**src/rtl/alu_if.sv**
```systemverilog
// alu_if: control/datapath bundle between the control unit (master) and the ALU (slave)
interface alu_if;
  logic        Begin;
  logic [15:0] in1;
  logic [15:0] in2;
  logic [13:0] sel;
  logic [15:0] out;
  logic        End;
  logic        output_active;
  logic        co;
  logic        z;
  logic        v;
  logic        n;
  logic [31:0] cc;
  modport master (output Begin, in1, in2, sel, input out, End, output_active, co, z, v, n, cc);
  modport slave (input Begin, in1, in2, sel, output out, End, output_active, co, z, v, n, cc);
endinterface

```
**src/rtl/alu.sv**
```systemverilog
// alu: multi-cycle 16-bit ALU; define ALU_MULDIV_EN to build the shift-add multiplier and restoring divider
module alu (
  input logic clk,
  input logic rst_b,
  alu_if.slave bus
);
  typedef enum logic [1:0] {IDLE, RUN, DONE} state_t;
  state_t state;
  logic [15:0] a, b, hi, lo, res, rl, rr;
  logic [13:0] sl;
  logic [16:0] sum, dif, lsl, lsr;
  logic [30:0] rw, rv;
  logic [3:0] k;
  logic c, ov;
  assign a = bus.in1;
  assign b = bus.in2;
  assign k = b[3:0];
  assign sl = bus.sel & (~bus.sel + 14'd1);
  assign bus.cc = {hi, lo};
  always_comb begin
    sum = {1'b0, a} + {1'b0, b};
    dif = {1'b0, a} - {1'b0, b};
    lsl = {1'b0, a} << k;
    lsr = {a, 1'b0} >> k;
    rw = {a, a[15:1]};
    rv = {a[14:0], a};
    rl = rw[5'd30 - {1'b0, k} -: 16];
    rr = rv[k +: 16];
    res = sl[0] ? sum[15:0] : (sl[1] | sl[13]) ? dif[15:0] : sl[5] ? a & b : sl[6] ? a | b :
          sl[7] ? a ^ b : sl[8] ? ~a : sl[9] ? lsl[15:0] : sl[10] ? lsr[16:1] : sl[11] ? rl :
          sl[12] ? rr : |sl[4:2] ? 16'h0000 : a;
    c = sl[0] ? sum[16] : (sl[1] | sl[13]) ? dif[16] : sl[9] ? lsl[16] : sl[10] ? lsr[0] :
        sl[11] ? |k & rl[0] : sl[12] ? |k & rr[15] : 1'b0;
    ov = sl[0] ? (a[15] ~^ b[15]) & (sum[15] ^ a[15]) :
         (sl[1] | sl[13]) ? (a[15] ^ b[15]) & (dif[15] ^ a[15]) : |sl[4:2];
  end
`ifdef ALU_MULDIV_EN
  logic [15:0] mb, nhi, nlo, fin;
  logic [16:0] acc, rem;
  logic [1:0] mop;
  logic [3:0] cnt;
  logic ge;
  // mop = {mod, mul}; neither set means divide
  always_comb begin
    acc = {1'b0, hi} + (lo[0] ? {1'b0, mb} : 17'd0);
    rem = {hi, lo[15]} - {1'b0, mb};
    ge = hi[15] | ~rem[16];
    nhi = mop[0] ? acc[16:1] : ge ? rem[15:0] : {hi[14:0], lo[15]};
    nlo = mop[0] ? {acc[0], lo[15:1]} : {lo[14:0], ge};
    fin = mop[1] ? nhi : nlo;
  end
`endif
  always_ff @(posedge clk)
    if (rst_b) begin
      state <= IDLE;
      hi <= 16'h0;
      lo <= 16'h0;
      bus.out <= 16'h0;
      bus.co <= 1'b0;
      bus.z <= 1'b0;
      bus.v <= 1'b0;
      bus.n <= 1'b0;
      bus.End <= 1'b0;
      bus.output_active <= 1'b0;
`ifdef ALU_MULDIV_EN
      cnt <= 4'd0;
`endif
    end else
      case (state)
        IDLE:
          if (bus.Begin) begin
            bus.End <= 1'b0;
`ifdef ALU_MULDIV_EN
            if (|sl[4:2]) begin
              state <= RUN;
              hi <= 16'h0;
              lo <= a;
              mb <= b;
              mop <= {sl[4], sl[2]};
              cnt <= 4'd0;
            end else
`endif
            begin
              state <= DONE;
              bus.out <= res;
              bus.co <= c;
              bus.v <= ov;
              bus.z <= ~|res;
              bus.n <= res[15];
              hi <= 16'h0;
              lo <= res;
              bus.End <= 1'b1;
              bus.output_active <= 1'b1;
            end
          end
`ifdef ALU_MULDIV_EN
        RUN: begin
          hi <= nhi;
          lo <= nlo;
          cnt <= cnt + 4'd1;
          if (cnt == 4'd15) begin
            state <= DONE;
            bus.out <= fin;
            bus.co <= 1'b0;
            bus.v <= mop[0] ? |nhi : ~|mb;
            bus.z <= ~|fin;
            bus.n <= fin[15];
            bus.End <= 1'b1;
            bus.output_active <= 1'b1;
          end
        end
`endif
        DONE: begin
          bus.output_active <= 1'b0;
          state <= IDLE;
        end
        default: state <= IDLE;
      endcase
endmodule

```
**src/flat_wrapper.sv**
```systemverilog
// flat-port wrapper written by rule: the top's interface ports become plain ports
module alu_flat 
  (clk, rst_b, bus_Begin, bus_in1, bus_in2, bus_sel, bus_out, bus_End, bus_output_active, bus_co, bus_z, bus_v, bus_n, bus_cc);
  alu_if bus_i ();
  input logic clk;
  input logic rst_b;
  input wire logic [$bits(bus_i.Begin)-1:0] bus_Begin;
  input wire logic [$bits(bus_i.in1)-1:0] bus_in1;
  input wire logic [$bits(bus_i.in2)-1:0] bus_in2;
  input wire logic [$bits(bus_i.sel)-1:0] bus_sel;
  output wire logic [$bits(bus_i.out)-1:0] bus_out;
  output wire logic [$bits(bus_i.End)-1:0] bus_End;
  output wire logic [$bits(bus_i.output_active)-1:0] bus_output_active;
  output wire logic [$bits(bus_i.co)-1:0] bus_co;
  output wire logic [$bits(bus_i.z)-1:0] bus_z;
  output wire logic [$bits(bus_i.v)-1:0] bus_v;
  output wire logic [$bits(bus_i.n)-1:0] bus_n;
  output wire logic [$bits(bus_i.cc)-1:0] bus_cc;
  assign bus_i.Begin = bus_Begin;
  assign bus_i.in1 = bus_in1;
  assign bus_i.in2 = bus_in2;
  assign bus_i.sel = bus_sel;
  assign bus_out = bus_i.out;
  assign bus_End = bus_i.End;
  assign bus_output_active = bus_i.output_active;
  assign bus_co = bus_i.co;
  assign bus_z = bus_i.z;
  assign bus_v = bus_i.v;
  assign bus_n = bus_i.n;
  assign bus_cc = bus_i.cc;
  alu u_core (.clk(clk), .rst_b(rst_b), .bus(bus_i));
endmodule
```
**config.mk**
```make
export PLATFORM = sky130hd
export DESIGN_NAME = alu_flat
export DESIGN_NICKNAME = d
export VERILOG_FILES = /design/src/rtl/alu_if.sv /design/src/rtl/alu.sv /design/src/flat_wrapper.sv
export SDC_FILE = /design/constraint.sdc
export NUM_CORES = 1
export LEC_CHECK = 0
export BUFFER_PORTS_ARGS = -buffer_cell sky130_fd_sc_hd__buf_2
export CORE_ASPECT_RATIO = 1.25
export CORE_MARGIN = 1.5
export CORE_UTILIZATION = 50
export CTS_CLUSTER_DIAMETER = 60
export DETAILED_ROUTE_END_ITERATION = 8
export HOLD_SLACK_MARGIN = 0.03
export PLACE_DENSITY = 0.68
export SYNTH_ARGS = -nofsm -noshare
export SYNTH_HDL_FRONTEND = slang
export SYNTH_SLANG_ARGS = --single-unit
```
**constraint.sdc**
```tcl
create_clock -name clk -period 4.9 [get_ports clk]
set_input_delay 0.735 -clock clk [delete_from_list [all_inputs] [get_ports clk]]
set_output_delay 0.735 -clock clk [all_outputs]
set_load 0.01 [all_outputs]
```
==> impl_metrics.tcl <==
set metrics [dict create \
    status "finished, final reports clean" \
    die_h_um 152 \
    yosysMostFrequentCell "nor2_1" \
    vias 10100 \
    grt.total_usage 0.406 \
    htree_levels 1 \
    ys_seq_area_frac 0.0498 \
    reg2reg_from "u_core.state[1]" \
    yosysUniqueCellTypes 86 \
    max_stage_delay_ns 0.63 \
    syn_to_final_growth_pct 4.38 \
    start_kind "input pin" \
    synth-main-ff-cell "dfxtp_1" \
    slew_headroom 0.285 \
    drt_first_pass_iters 8 \
    setup_viol 0 \
    hpwl_um 28200 \
    io_pins 103 \
    critPathMaxFanout 18 \
    total_power_w 0.00139 \
    synthTopCellsByCount "nor2_1 (91), nand2_1 (84), clkbuf_1 (72), a21oi_1 (71), o21ai_0 (65)" \
    ant_nets 0 \
    slew_violations 0 \
    routed_wirelength_um 37800 \
    dieArea_um2 18500 \
    required_ns 5.03 \
    die_w_um 122 \
    drv_cap 0 \
    crit_path_end_kind "flop" \
    ys_ff_latch 22 \
    grt_max_degree 74 \
    holdBufCountCts 0 \
    cts_max_path_buffers 2 \
    antenna_found_initial 1 \
    routed_via_density 7.23 \
    crit_cells 13 \
    fin_crit_sh 0.837 \
    path_clk_slew_ns 0.06 \
    netlist_instances 1177 \
    cts_root_buf "clkbuf_16" \
    synth_mux_area_frac 0.247 \
    setup_tns_ns 0 \
    leakagePower_nw 3.76 \
    clock_skew_ns 0.00114 \
    ys_top_cells_by_area "mux4_2 (14%), ha_1 (7.2%), mux2i_1 (6.4%)" \
    slowest_stage "a221oi_1" \
    cts_resized 0 \
    critPathArrivalTime_ns 4.23 \
    synth_adder_area_share 0.0767 \
    cts.sinks 22 \
    synth_xor_area_frac 0.0197 \
    yosysWarnings 0 \
    grt_pass1_wl_um 56700 \
    drc 0 \
    yosysTopAreaCellShare 0.140 \
    crit_buf_inv 2 \
    clock_latency_ns 0.26 \
    core_um2 17400 \
    placed_cells 1389 \
    synth_top_family_by_area "compound AO/OA/AOI/OAI gates" \
    fmaxAchievable_mhz 244 \
    p_per_area_nw_per_um2 151 \
    ff2ff_path_depth 5 \
    cts-buffers-inserted 3 \
    synth_edf_count 0 \
    nets 1272 \
    hold_path_class "reg -> reg" \
    worst_slew_pin_slew_ns 1.06 \
    syn_area_per_cell_um2 7.52 \
    start_util 0.509 \
    path_cells "buf_2 > inv_1 > ha_1 > fa_1 > nor2_1 > o221ai_1 > a221oi_1 > o211ai_1 > a211o_1 > a21o_1 > a21oi_1 > o311a_1 > nor4_1" \
    cp_top_family "compound AO/OA/AOI/OAI gates" \
    synth_compound_area_frac 0.276 \
    layout-drive-gt1-share 0.210 \
    overflow 0 \
    final_hold_viol_count 0 \
    critPathLaunch "bus_in1[0]" \
    r2r_end "u_core.bus.co" \
    place_congestion 1.08 \
    yosys.area.top_type "mux4_2" \
    cts_tree "done" \
    row_count 54 \
    drt_iter0_markers 1343 \
    synth_area_um2 8850 \
    final_cells 1394 \
    synthArstFlopShare 0 \
    rsz0062_at_grt "false" \
    portBuffers 86 \
    crit_type "in -> reg" \
    r2r_setup_slack_ns 3.27 \
    wl_per_cell_um 27.1 \
    cts_setup_buffers 0 \
    irDropWorstVdd_mv 0.0889 \
    worstSetupEndpoint "u_core.bus.co" \
    grt_pass1_vias 9353 \
    synth-simple-area-share 0.212 \
    period_needed_ns 4.10 \
]
==> flip-flops by register name, summed over array words and instances, names as in the netlist <==
signal / cells
u_core.lo: 16
u_core.bus.End: 1
u_core.bus.co: 1
u_core.bus.output_active: 1
u_core.bus.v: 1
u_core.bus.z: 1
u_core.state: 1
==> worst min path at each step <==
stage | startpoint | endpoint | depth (start not counted)
2_1_floorplan | u_core.state[1] | u_core.bus.output_active | 1
3_3_place_gp | u_core.state[1] | u_core.bus.output_active | 1
3_5_place_dp | u_core.state[1] | u_core.bus.output_active | 1
4_1_cts | u_core.state[1] | u_core.bus.output_active | 1
5_1_grt | u_core.state[1] | u_core.bus.output_active | 1
6_report | u_core.state[1] | u_core.bus.output_active | 1
==> metal layers <==
layer  up-vias  track usage  wire [um]
met4         0        0.267       3010
met5         -            0          0
met1      4725        0.498      13900
met3       188       0.0565       3710
met2       754        0.663      17200
li1       4409            -          -
==> kinds of logic (layout without fill, tap and decap cells) <==
| group | count (synthesis) | count (layout) |
|---|---|---|
| xor+xnor | 19 | 19 |
| flops | 22 | 22 |
| simple gates | 369 | 369 |
| fa+ha+maj | 53 | 53 |
| compound gates | 351 | 351 |
| other cells | 1 | 17 |
| buf+inv | 217 | 194 |
| mux | 145 | 145 |
==> through the flow <==
| stage | setup slack [ns] | utilization | area (um^2) | hold WS (ns) |
|---|---|---|---|---|
| detailed placement | 0.620 | 0.527 | 9140 | 0.436 |
| global placement | 0.607 | 0.527 | 9140 | 0.433 |
| finish | 0.797 | 0.532 | 9230 | 0.438 |
| global route | 0.549 | 0.532 | 9230 | 0.464 |
| floorplan | 0.398 | - | 8900 | 0.414 |
| CTS | 0.877 | 0.532 | 9230 | 0.444 |
==> area by class of cell <==
| type | instances | area (um^2) |
|---|---|---|
| Fill cell | 1751 | 8130 |
| Antenna cell | 1 | 2.50 |
| Tap cell | 224 | 280 |
| Sequential cell | 22 | 440 |
| Clock buffer | 4 | 88.8 |
| Multi-Input combinational cell | 953 | 7410 |
| Inverter | 64 | 240 |
| Timing Repair Buffer | 126 | 768 |
==> layout by cell type, fill, tap and decap left out, types with 15 or more instances in the layout <==
| master | Yosys | layout |
|---|---|---|
| a21oi_1 | 71 | 71 |
| inv_1 | 61 | 61 |
| nand2b_1 | 15 | 15 |
| buf_2 | 23 | 86 |
| buf_4 | 43 | 37 |
| mux2_2 | 33 | 33 |
| xnor2_1 | 15 | 15 |
| dfxtp_1 | 22 | 22 |
| mux2i_1 | 57 | 57 |
| nand2_1 | 84 | 84 |
| nor2_1 | 91 | 91 |
| nor3_1 | 28 | 27 |
| ha_1 | 51 | 51 |
| o21ai_0 | 65 | 65 |
| a31oi_1 | 18 | 18 |
| a211oi_1 | 26 | 26 |
| conb_1 | 1 | 16 |
| nand3_1 | 39 | 39 |
| mux4_2 | 55 | 55 |
| o211ai_1 | 26 | 26 |
==> where the power goes <==
| part | total, W | internal, W | switching, W | leakage [nW] |
|---|---|---|---|---|
| Sequential | 0.000203 | 0.000194 | 0.00000896 | 0.182 |
| Clock | 0.000190 | 0.000125 | 0.0000654 | 0.0442 |
| Combinational | 0.000999 | 0.000387 | 0.000612 | 3.53 |
Power figures use the tool's default switching activity.
